--- config.mk ---
export PLATFORM = sky130hd
export DESIGN_NAME = apb_master_arbiter
export DESIGN_NICKNAME = d
export VERILOG_FILES = /design/src/rtl/apb_arb_pkg.sv /design/src/rtl/apb_rr_arbiter.sv /design/src/rtl/apb_master_arbiter.sv
export SDC_FILE = /design/constraint.sdc
export NUM_CORES = 1
export LEC_CHECK = 0
export CAP_MARGIN = 15
export CORE_ASPECT_RATIO = 0.7
export CORE_MARGIN = 5
export CORE_UTILIZATION = 45
export DETAILED_ROUTE_END_ITERATION = 6
export PLACE_DENSITY_LB_ADDON = 0.2
export SETUP_SLACK_MARGIN = 0.15
export SLEW_MARGIN = 40
export SYNTH_ARGS = -nofsm -noshare
export SYNTH_HDL_FRONTEND = slang
export SYNTH_SLANG_ARGS = --single-unit
--- constraint.sdc ---
create_clock -name pclk -period 2.33 [get_ports pclk]
set_input_delay 0.466 -clock pclk [delete_from_list [all_inputs] [get_ports pclk]]
set_output_delay 0.466 -clock pclk [all_outputs]
set_load 0.02 [all_outputs]
--- src/rtl/apb_arb_pkg.sv ---
// Shared types and default sizing for the APB master arbiter.
package apb_arb_pkg;

    typedef enum logic [1:0] {
        IDLE   = 2'd0,
        SETUP  = 2'd1,
        ACCESS = 2'd2
    } apb_state_e;

    localparam int APB_ADDR_WIDTH_DEF     = 16;
    localparam int APB_DATA_WIDTH_DEF     = 32;
    localparam int APB_TIMEOUT_CYCLES_DEF = 16;

endpackage

--- src/rtl/apb_rr_arbiter.sv ---
// Round-robin picker: one-hot grant from req_vld_i, search starts after the last accepted index.
// Pure combinational grant; pointer only moves on accept_i.
module apb_rr_arbiter #(
    parameter int NUM_REQ = 2,
    parameter int IDX_W   = $clog2(NUM_REQ)
) (
    input  logic               clk_i,
    input  logic               rst_ni,
    input  logic [NUM_REQ-1:0] req_vld_i,
    input  logic               accept_i,
    output logic [NUM_REQ-1:0] gnt_o,
    output logic [IDX_W-1:0]   gnt_idx_o
);
    logic [IDX_W-1:0] last_q;
    logic [IDX_W-1:0] last_d;
    logic [IDX_W-1:0] cand;
    logic             found;

    always_comb begin
        gnt_o     = '0;
        gnt_idx_o = last_q;
        found     = 1'b0;
        cand      = last_q;
        for (int k = 1; k <= NUM_REQ; k++) begin
            cand = IDX_W'((int'(last_q) + k) % NUM_REQ);
            if (!found && req_vld_i[cand]) begin
                found        = 1'b1;
                gnt_o[cand]  = 1'b1;
                gnt_idx_o    = cand;
            end
        end
    end

    assign last_d = accept_i ? gnt_idx_o : last_q;

    // Reset to the top index so requester 0 is first after reset.
    always_ff @(posedge clk_i or negedge rst_ni) begin
        if (!rst_ni) begin
            last_q <= IDX_W'(NUM_REQ - 1);
        end else begin
            last_q <= last_d;
        end
    end

endmodule

--- src/rtl/apb_master_arbiter.sv ---
// Round-robin APB master: accept->psel 1 cycle, rsp_valid 3 cycles + wait states; req_ready only in IDLE.
// APB_ARB_TIMEOUT_EN adds a pready-low abort after TIMEOUT_CYCLES ACCESS cycles.
module apb_master_arbiter
    import apb_arb_pkg::*;
#(
    parameter int NUM_REQ        = 2,
    parameter int ADDR_WIDTH     = APB_ADDR_WIDTH_DEF,
    parameter int DATA_WIDTH     = APB_DATA_WIDTH_DEF,
    parameter int TIMEOUT_CYCLES = APB_TIMEOUT_CYCLES_DEF
) (
    input  logic                          pclk,
    input  logic                          preset_n,
    input  logic [NUM_REQ-1:0]            req_valid,
    output logic [NUM_REQ-1:0]            req_ready,
    input  logic [NUM_REQ-1:0]            req_write,
    input  logic [NUM_REQ*ADDR_WIDTH-1:0] req_addr,
    input  logic [NUM_REQ*DATA_WIDTH-1:0] req_wdata,
    output logic [NUM_REQ-1:0]            rsp_valid,
    output logic [DATA_WIDTH-1:0]         rsp_rdata,
    output logic                          rsp_err,
    output logic [ADDR_WIDTH-1:0]         paddr,
    output logic                          pwrite,
    output logic                          psel,
    output logic                          penable,
    output logic [DATA_WIDTH-1:0]         pwdata,
    input  logic                          pready,
    input  logic [DATA_WIDTH-1:0]         prdata,
    input  logic                          pslverr
);
    localparam int IDX_W = $clog2(NUM_REQ);

    apb_state_e            state_q, state_d;
    logic [ADDR_WIDTH-1:0] addr_q, addr_d;
    logic                  write_q, write_d;
    logic [DATA_WIDTH-1:0] wdata_q, wdata_d;
    logic [IDX_W-1:0]      idx_q, idx_d;
    logic [NUM_REQ-1:0]    rsp_vld_q, rsp_vld_d;
    logic [DATA_WIDTH-1:0] rsp_rdata_q, rsp_rdata_d;
    logic                  rsp_err_q, rsp_err_d;
    logic [NUM_REQ-1:0]    gnt;
    logic [IDX_W-1:0]      gnt_idx;
    logic                  accept;
    logic                  timeout;

    assign accept = (state_q == IDLE) && (|req_valid);

    apb_rr_arbiter #(
        .NUM_REQ (NUM_REQ),
        .IDX_W   (IDX_W)
    ) u_rr (
        .clk_i     (pclk),
        .rst_ni    (preset_n),
        .req_vld_i (req_valid),
        .accept_i  (accept),
        .gnt_o     (gnt),
        .gnt_idx_o (gnt_idx)
    );

`ifdef APB_ARB_TIMEOUT_EN
    localparam int CNT_W = $clog2(TIMEOUT_CYCLES + 1);
    logic [CNT_W-1:0] cnt_q, cnt_d;

    // cnt_q holds the number of pready-low ACCESS cycles already elapsed.
    assign timeout = (cnt_q == CNT_W'(TIMEOUT_CYCLES - 1));

    always_comb begin
        cnt_d = cnt_q;
        if (state_q == SETUP) begin
            cnt_d = '0;
        end else if (state_q == ACCESS && !pready) begin
            cnt_d = cnt_q + 1'b1;
        end
    end

    always_ff @(posedge pclk or negedge preset_n) begin
        if (!preset_n) begin
            cnt_q <= '0;
        end else begin
            cnt_q <= cnt_d;
        end
    end
`else
    logic unused_timeout_cfg;
    assign unused_timeout_cfg = (TIMEOUT_CYCLES != 0);
    assign timeout            = 1'b0;
`endif

    always_comb begin
        state_d     = state_q;
        addr_d      = addr_q;
        write_d     = write_q;
        wdata_d     = wdata_q;
        idx_d       = idx_q;
        rsp_vld_d   = '0;
        rsp_rdata_d = rsp_rdata_q;
        rsp_err_d   = rsp_err_q;
        case (state_q)
            IDLE: begin
                if (accept) begin
                    addr_d  = req_addr[gnt_idx*ADDR_WIDTH +: ADDR_WIDTH];
                    write_d = req_write[gnt_idx];
                    wdata_d = req_wdata[gnt_idx*DATA_WIDTH +: DATA_WIDTH];
                    idx_d   = gnt_idx;
                    state_d = SETUP;
                end
            end
            SETUP: state_d = ACCESS;
            ACCESS: begin
                if (pready) begin
                    rsp_vld_d[idx_q] = 1'b1;
                    rsp_rdata_d      = write_q ? '0 : prdata;
                    rsp_err_d        = pslverr;
                    state_d          = IDLE;
                end else if (timeout) begin
                    rsp_vld_d[idx_q] = 1'b1;
                    rsp_rdata_d      = '0;
                    rsp_err_d        = 1'b1;
                    state_d          = IDLE;
                end
            end
            default: state_d = IDLE;
        endcase
    end

    always_ff @(posedge pclk or negedge preset_n) begin
        if (!preset_n) begin
            state_q     <= IDLE;
            addr_q      <= '0;
            write_q     <= 1'b0;
            wdata_q     <= '0;
            idx_q       <= '0;
            rsp_vld_q   <= '0;
            rsp_rdata_q <= '0;
            rsp_err_q   <= 1'b0;
        end else begin
            state_q     <= state_d;
            addr_q      <= addr_d;
            write_q     <= write_d;
            wdata_q     <= wdata_d;
            idx_q       <= idx_d;
            rsp_vld_q   <= rsp_vld_d;
            rsp_rdata_q <= rsp_rdata_d;
            rsp_err_q   <= rsp_err_d;
        end
    end

    assign req_ready = (state_q == IDLE) ? gnt : '0;
    assign psel      = (state_q != IDLE);
    assign penable   = (state_q == ACCESS);
    assign paddr     = addr_q;
    assign pwrite    = write_q;
    assign pwdata    = wdata_q;
    assign rsp_valid = rsp_vld_q;
    assign rsp_rdata = rsp_rdata_q;
    assign rsp_err   = rsp_err_q;

endmodule
== Word-level counts from Yosys, hierarchy flattened ==
Index checks and enable logic that the tools add are counted.

* $lt $le $gt $ge: 7
* Reduce and logical (&&, ||, !) cells: 12
* Equality and inequality tests: 4
* Shift-type cells: 2
* Muxes and demuxes: 24
* Add/sub/neg operators: 2
* Bitwise gates (word level): 1

{| class="wikitable"
|+ Operator list
! kind !! number
|-
| $shiftx 64x7->32 || 1
|-
| $mux 32 || 1
|-
| $shiftx 32x6->16 || 1
|-
| $mux 2 || 7
|-
| $mux 1 || 12
|-
| $lt 1x2->1 const B || 4
|-
| $pmux 2 s3 || 1
|-
| $reduce_and 2->1 || 3
|-
| $logic_and 1x1->1 || 5
|-
| $ne 2x1->1 const B || 2
|-
| $demux 1 s1 || 3
|-
| $ge 1x1->1 const B || 3
|-
| $add 1x1->1 const B || 2
|-
| $eq 2x1->1 const B || 1
|-
| $eq 2x2->1 const B || 1
|-
| $logic_not 2->1 || 1
|-
| $or 2x2->2 || 1
|-
| $reduce_bool 2->1 || 1
|-
| $reduce_or 2->1 || 1
|-
| $logic_not 1->1 || 1
|}

* Logic and storage cells: 61
* Bits of input ports: 136
* Output and inout port bits: 88
* Register bits after elaboration: 88

== Longest topological paths before layout ==
* Depth in word-level cells: 9
* Mapped depth: 6
* Gate-level depth less buffers: 3

== Cells and area by module ==
From an unflattened synthesis, not the netlist that was laid out.

* Cell total of the unflattened synthesis: 325
* Area total of the unflattened synthesis: 4317.9 µm²

{| class="wikitable"
|+ Modules (own cells, without submodules)
! module !! cells an instance !! area each (µm²) !! sequential area each (µm²) !! instances
|-
| apb_master_arbiter || 317 || 4251.6 || 2177.1 || 1
|-
| apb_rr_arbiter || 8 || 66.3 || 26.3 || 1
|}

== Worst setup path before layout ==
OpenSTA, ideal clock, no wires.

* Kind: register to output
* Start: register state_q[1]
* End: output port req_ready[1]
* Data required time: 1864 ps
* Buffers on the path: 1
* Path slack: 472 ps
* Data arrival time: 1392 ps
* Stages on the path, launching flop included: 5
* Path through: dfrtp_1 nor2_2 clkbuf_1 nand2_1 a21oi_1

* Word-level cells in the longest chain between the ends: 2

{| class="wikitable"
|+ RTL lines
! element !! line !! text
|-
| start: declaration || apb_master_arbiter.sv:32 || <nowiki>apb_state_e state_q, state_d;</nowiki>
|-
| start signal: assignment || apb_master_arbiter.sv:136 || <nowiki>state_q <= state_d;</nowiki>
|-
| $logic_not 2->1 || apb_master_arbiter.sv:147 || <nowiki>assign req_ready = (state_q == IDLE) ? gnt : '0;</nowiki>
|-
| $mux 2 || apb_master_arbiter.sv:147 ||
|-
| end: declaration || apb_master_arbiter.sv:14 || <nowiki>output logic [NUM_REQ-1:0] req_ready,</nowiki>
|}

No other way between the ends.

== Worst setup path after layout ==
* Start: register u_rr.last_q
* End: output port req_ready[0]

* Word-level cells in the longest chain between the ends: 9
* Elaborated cells between the ends (all ways): 23
* Those cells by class: 2 x add/sub; 4 x order compare; 12 x mux; 1 x bitwise; 4 x reduce/logical

{| class="wikitable"
|+ RTL lines
! element !! line !! text
|-
| start: declaration || apb_rr_arbiter.sv:14 || <nowiki>logic [IDX_W-1:0] last_q;</nowiki>
|-
| start signal: assignment || apb_rr_arbiter.sv:39 || <nowiki>last_q <= IDX_W'(NUM_REQ - 1);</nowiki>
|-
| start signal: assignment || apb_rr_arbiter.sv:41 || <nowiki>last_q <= last_d;</nowiki>
|-
| $add 1x1->1 || apb_rr_arbiter.sv:25 || <nowiki>cand = IDX_W'((int'(last_q) + k) % NUM_REQ);</nowiki>
|-
| $lt 1x2->1 (implied by the code) / $ge 1x1->1 (equally long branches) || apb_rr_arbiter.sv:28 || <nowiki>gnt_o[cand] = 1'b1;</nowiki>
|-
| $logic_and 1x1->1 (implied by the code) || apb_rr_arbiter.sv:28 ||
|-
| $mux 1 (implied by the code) || apb_rr_arbiter.sv:28 ||
|-
| $demux 1 s1 || -- ||
|-
| $mux 2 || apb_rr_arbiter.sv:26 || <nowiki>if (!found && req_vld_i[cand]) begin</nowiki>
|-
| $or 2x2->2 (no source line) || -- ||
|-
| $mux 2 * || apb_rr_arbiter.sv:26 ||
|-
| $mux 2 * || apb_master_arbiter.sv:147 ||
|}

Every way passes the cells marked *; elsewhere a longest branch is shown, timed or not. The select of a mux whose other input is x is not followed.

==> impl_metrics.yaml <==
outcome:
  status: "complete, no violations"
clocking:
  clock_sinks: 88
  cts_tree: "yes"
  postCtsSetupRepairBufs: 0
  clkLatencyLatePin_ns: 0.33
  htree_levels: 3
  numCtsBuffers: 9
  cts_resized: 4
  root_buffer: "clkbuf_16"
  clockBufferDepth: 2
  holdBufCountCts: 0
  cts.clk_slew.worst_paths_ns: 0.07
yosys:
  synth_seq_cells: 88
  synth_cell_types: 27
  async_flop_share_pct: 100
  yosysWarnings: 0
  ys_seq_area_share_pct: 46.2
  synth_commonest_cells: "dfrtp_1, a21oi_1, o21ai_0"
  syn-instance-count: 450
  synth.area.top_cells: "dfrtp_1, a31oi_4, a21oi_1, o21ai_0, nand3_1"
  synth_area_um2: 4760
  synth_flop_cell: "dfrtp_1"
  synth_top_area_cell: "dfrtp_1"
  synth_top_area_share_pct: 45.7
  syn_avg_cell_area_um2: 10.6
  synth_most_common_cell: "dfrtp_1"
  synth_fp_nets: 586
  synth_edf_count: 0
final_layout:
  stdcell_area_um2: 7400
  antenna_cells: 0
  drive_gt1_share_pct: 13.4
  stdcell_count: 797
  nets: 796
  syn2layout_area_growth_pct: 55.4
place:
  gp_congestion: 0.835
  dpl_cell_area_um2: 7120
  hpwl_um: 10700
  numPortBuffers: 223
  dp.cells: 781
global_routing:
  antenna_found_initial: 0
  first_global_vias: 4465
  grt_max_degree: 50
  grt-ovfl-total: 0
  grt_pass1_wl_um: 23000
  grt_usage_pct: 22.4
sta:
  min_period_ns: 2.06
  rsz0062_at_grt: "no"
  final.setup.tns_ns: 0
  relSlewSlack_pct: 56.7
  setup_viol: 0
  fin_skew_ns: 0.00796
  max_freq_mhz: 486
  final-hold-violation-count: 0
  min_period_over_period_pct: 88.3
  worst_slew_pin_slew_ns: 0.647
  slew_violations: 0
setup_path:
  r2r-start: "u_rr.last_q"
  critPathMaxFanout: 7
  cpPeakStageDelay_ns: 0.62
  start_kind: "register"
  cp-end-kind: "primary output"
  crit_required_ns: 1.86
  crit_arrival_ns: 1.59
  cp-startpoint: "u_rr.last_q"
  crit_buf_inv: 1
  slowest_stage: "dfstp_2"
  crit_type: "register to primary output"
  path_cells: "nand2b_2 -> and3_1 -> dlygate4sd2_1"
  cp_top_family: "flip-flops"
pwr:
  p_leak_uw: 0.00280
  peakVddDrop_v: 0.000568
  p_per_area_nw_per_um2: 1330
floorplanning:
  design.die.area_um2: 12800
  die_w_um: 133
  die_h_um: 96.1
  fp-row-count: 31
  io_pins: 224
  start_util_pct: 46.0
  coreArea_um2: 10400
routing:
  post-route-drc-count: 0
  vias: 4351
  drt_iter0_markers: 275
  antenna_left: 0
  avgViaCountPerCell: 5.46
  wirelength_um: 14600
  first_pass_iters: 4
  routedWlPerCell_um: 18.4
run:
  maxCapViolCount: 0
worst_hold_path:
  min_path_type: "input port to asynchronous set/reset pin"
## stage by stage
step	power [uW]	utilization, %	hold WS [ns]	setup WS (ns)
after global routing	10400	71.5	0.141	0.196
after detailed placement	8490	68.7	0.412	0.0603
after global placement	8330	68.7	0.417	0.0628
after floorplan	6260	-	0.170	0.472
final	9810	71.5	0.106	0.272
after CTS	9900	71.5	0.123	0.243
## layout by cell type (no fill, tap or decap), types with 2 or more instances in the layout
cell type,instances
a31oi_1,10
clkbuf_16,9
nor2_1,3
nand3_1,49
dlygate4sd2_1,3
o21ai_0,51
inv_1,2
o21ai_1,30
buf_12,5
inv_6,3
clkdlybuf4s50_1,219
nand2b_1,32
a31oi_4,40
nand2_1,33
a21oi_1,52
dfrtp_1,87
nand2b_2,2
buf_4,19
## sequential cells by signal (all words and copies together) (netlist names), 2 cells and up
| register | count |
|---|---|
| pwdata | 32 |
| rsp_rdata | 32 |
| paddr | 16 |
| rsp_valid | 2 |
| state_q | 2 |
## kinds of logic after synthesis
family          after synthesis  share of synthesized area, %
mux                           2                         0.473
simple gates                127                          13.6
flops                        88                          46.2
compound gates              183                          33.1
buf+inv                      50                          6.54
## where the power goes
| part | leakage (uW) | switching (uW) | internal (uW) | total (uW) |
|---|---|---|---|---|
| sequential | 0.00106 | 403 | 2230 | 2640 |
| clock | 0.000142 | 625 | 770 | 1390 |
| combinational | 0.00160 | 3140 | 2640 | 5780 |
| total | 0.00280 | 4170 | 5640 | 9810 |
## per-layer routing
metal  up-vias  part of all wire (%)  track usage, %
li1       2019                     -               -
met1      2140                    40            27.2
met2       170                    51            38.6
met3        22                   7.2            6.74
met4         0                   2.3            7.61
met5         -                     0               0
## final timing paths
| path | endpoint | slack [ns] | cells past startpoint |
|---|---|---|---|
| max | req_ready[0] | 0.27 | 3 |
| min | rsp_rdata[9] | 0.11 | 1 |
| max reg2reg | paddr[0] | 0.56 | 4 |
| min reg2reg | rsp_valid[0] | 0.42 | 1 |
| max in group asynchronous | rsp_rdata[19] | 1.43 | 3 |
| min in group pclk | rsp_valid[0] | 0.42 | 1 |
## layout make-up
type / count / area [um^2]
Timing Repair Buffer: 247 / 2470
Fill cell: 761 / 2950
Sequential cell: 88 / 2200
Clock inverter: 6 / 50.0
Clock buffer: 10 / 239
Multi-Input combinational cell: 312 / 2270
Tap cell: 132 / 165
Inverter: 2 / 7.51
No activity file was read; power rests on OpenSTA's default activity.
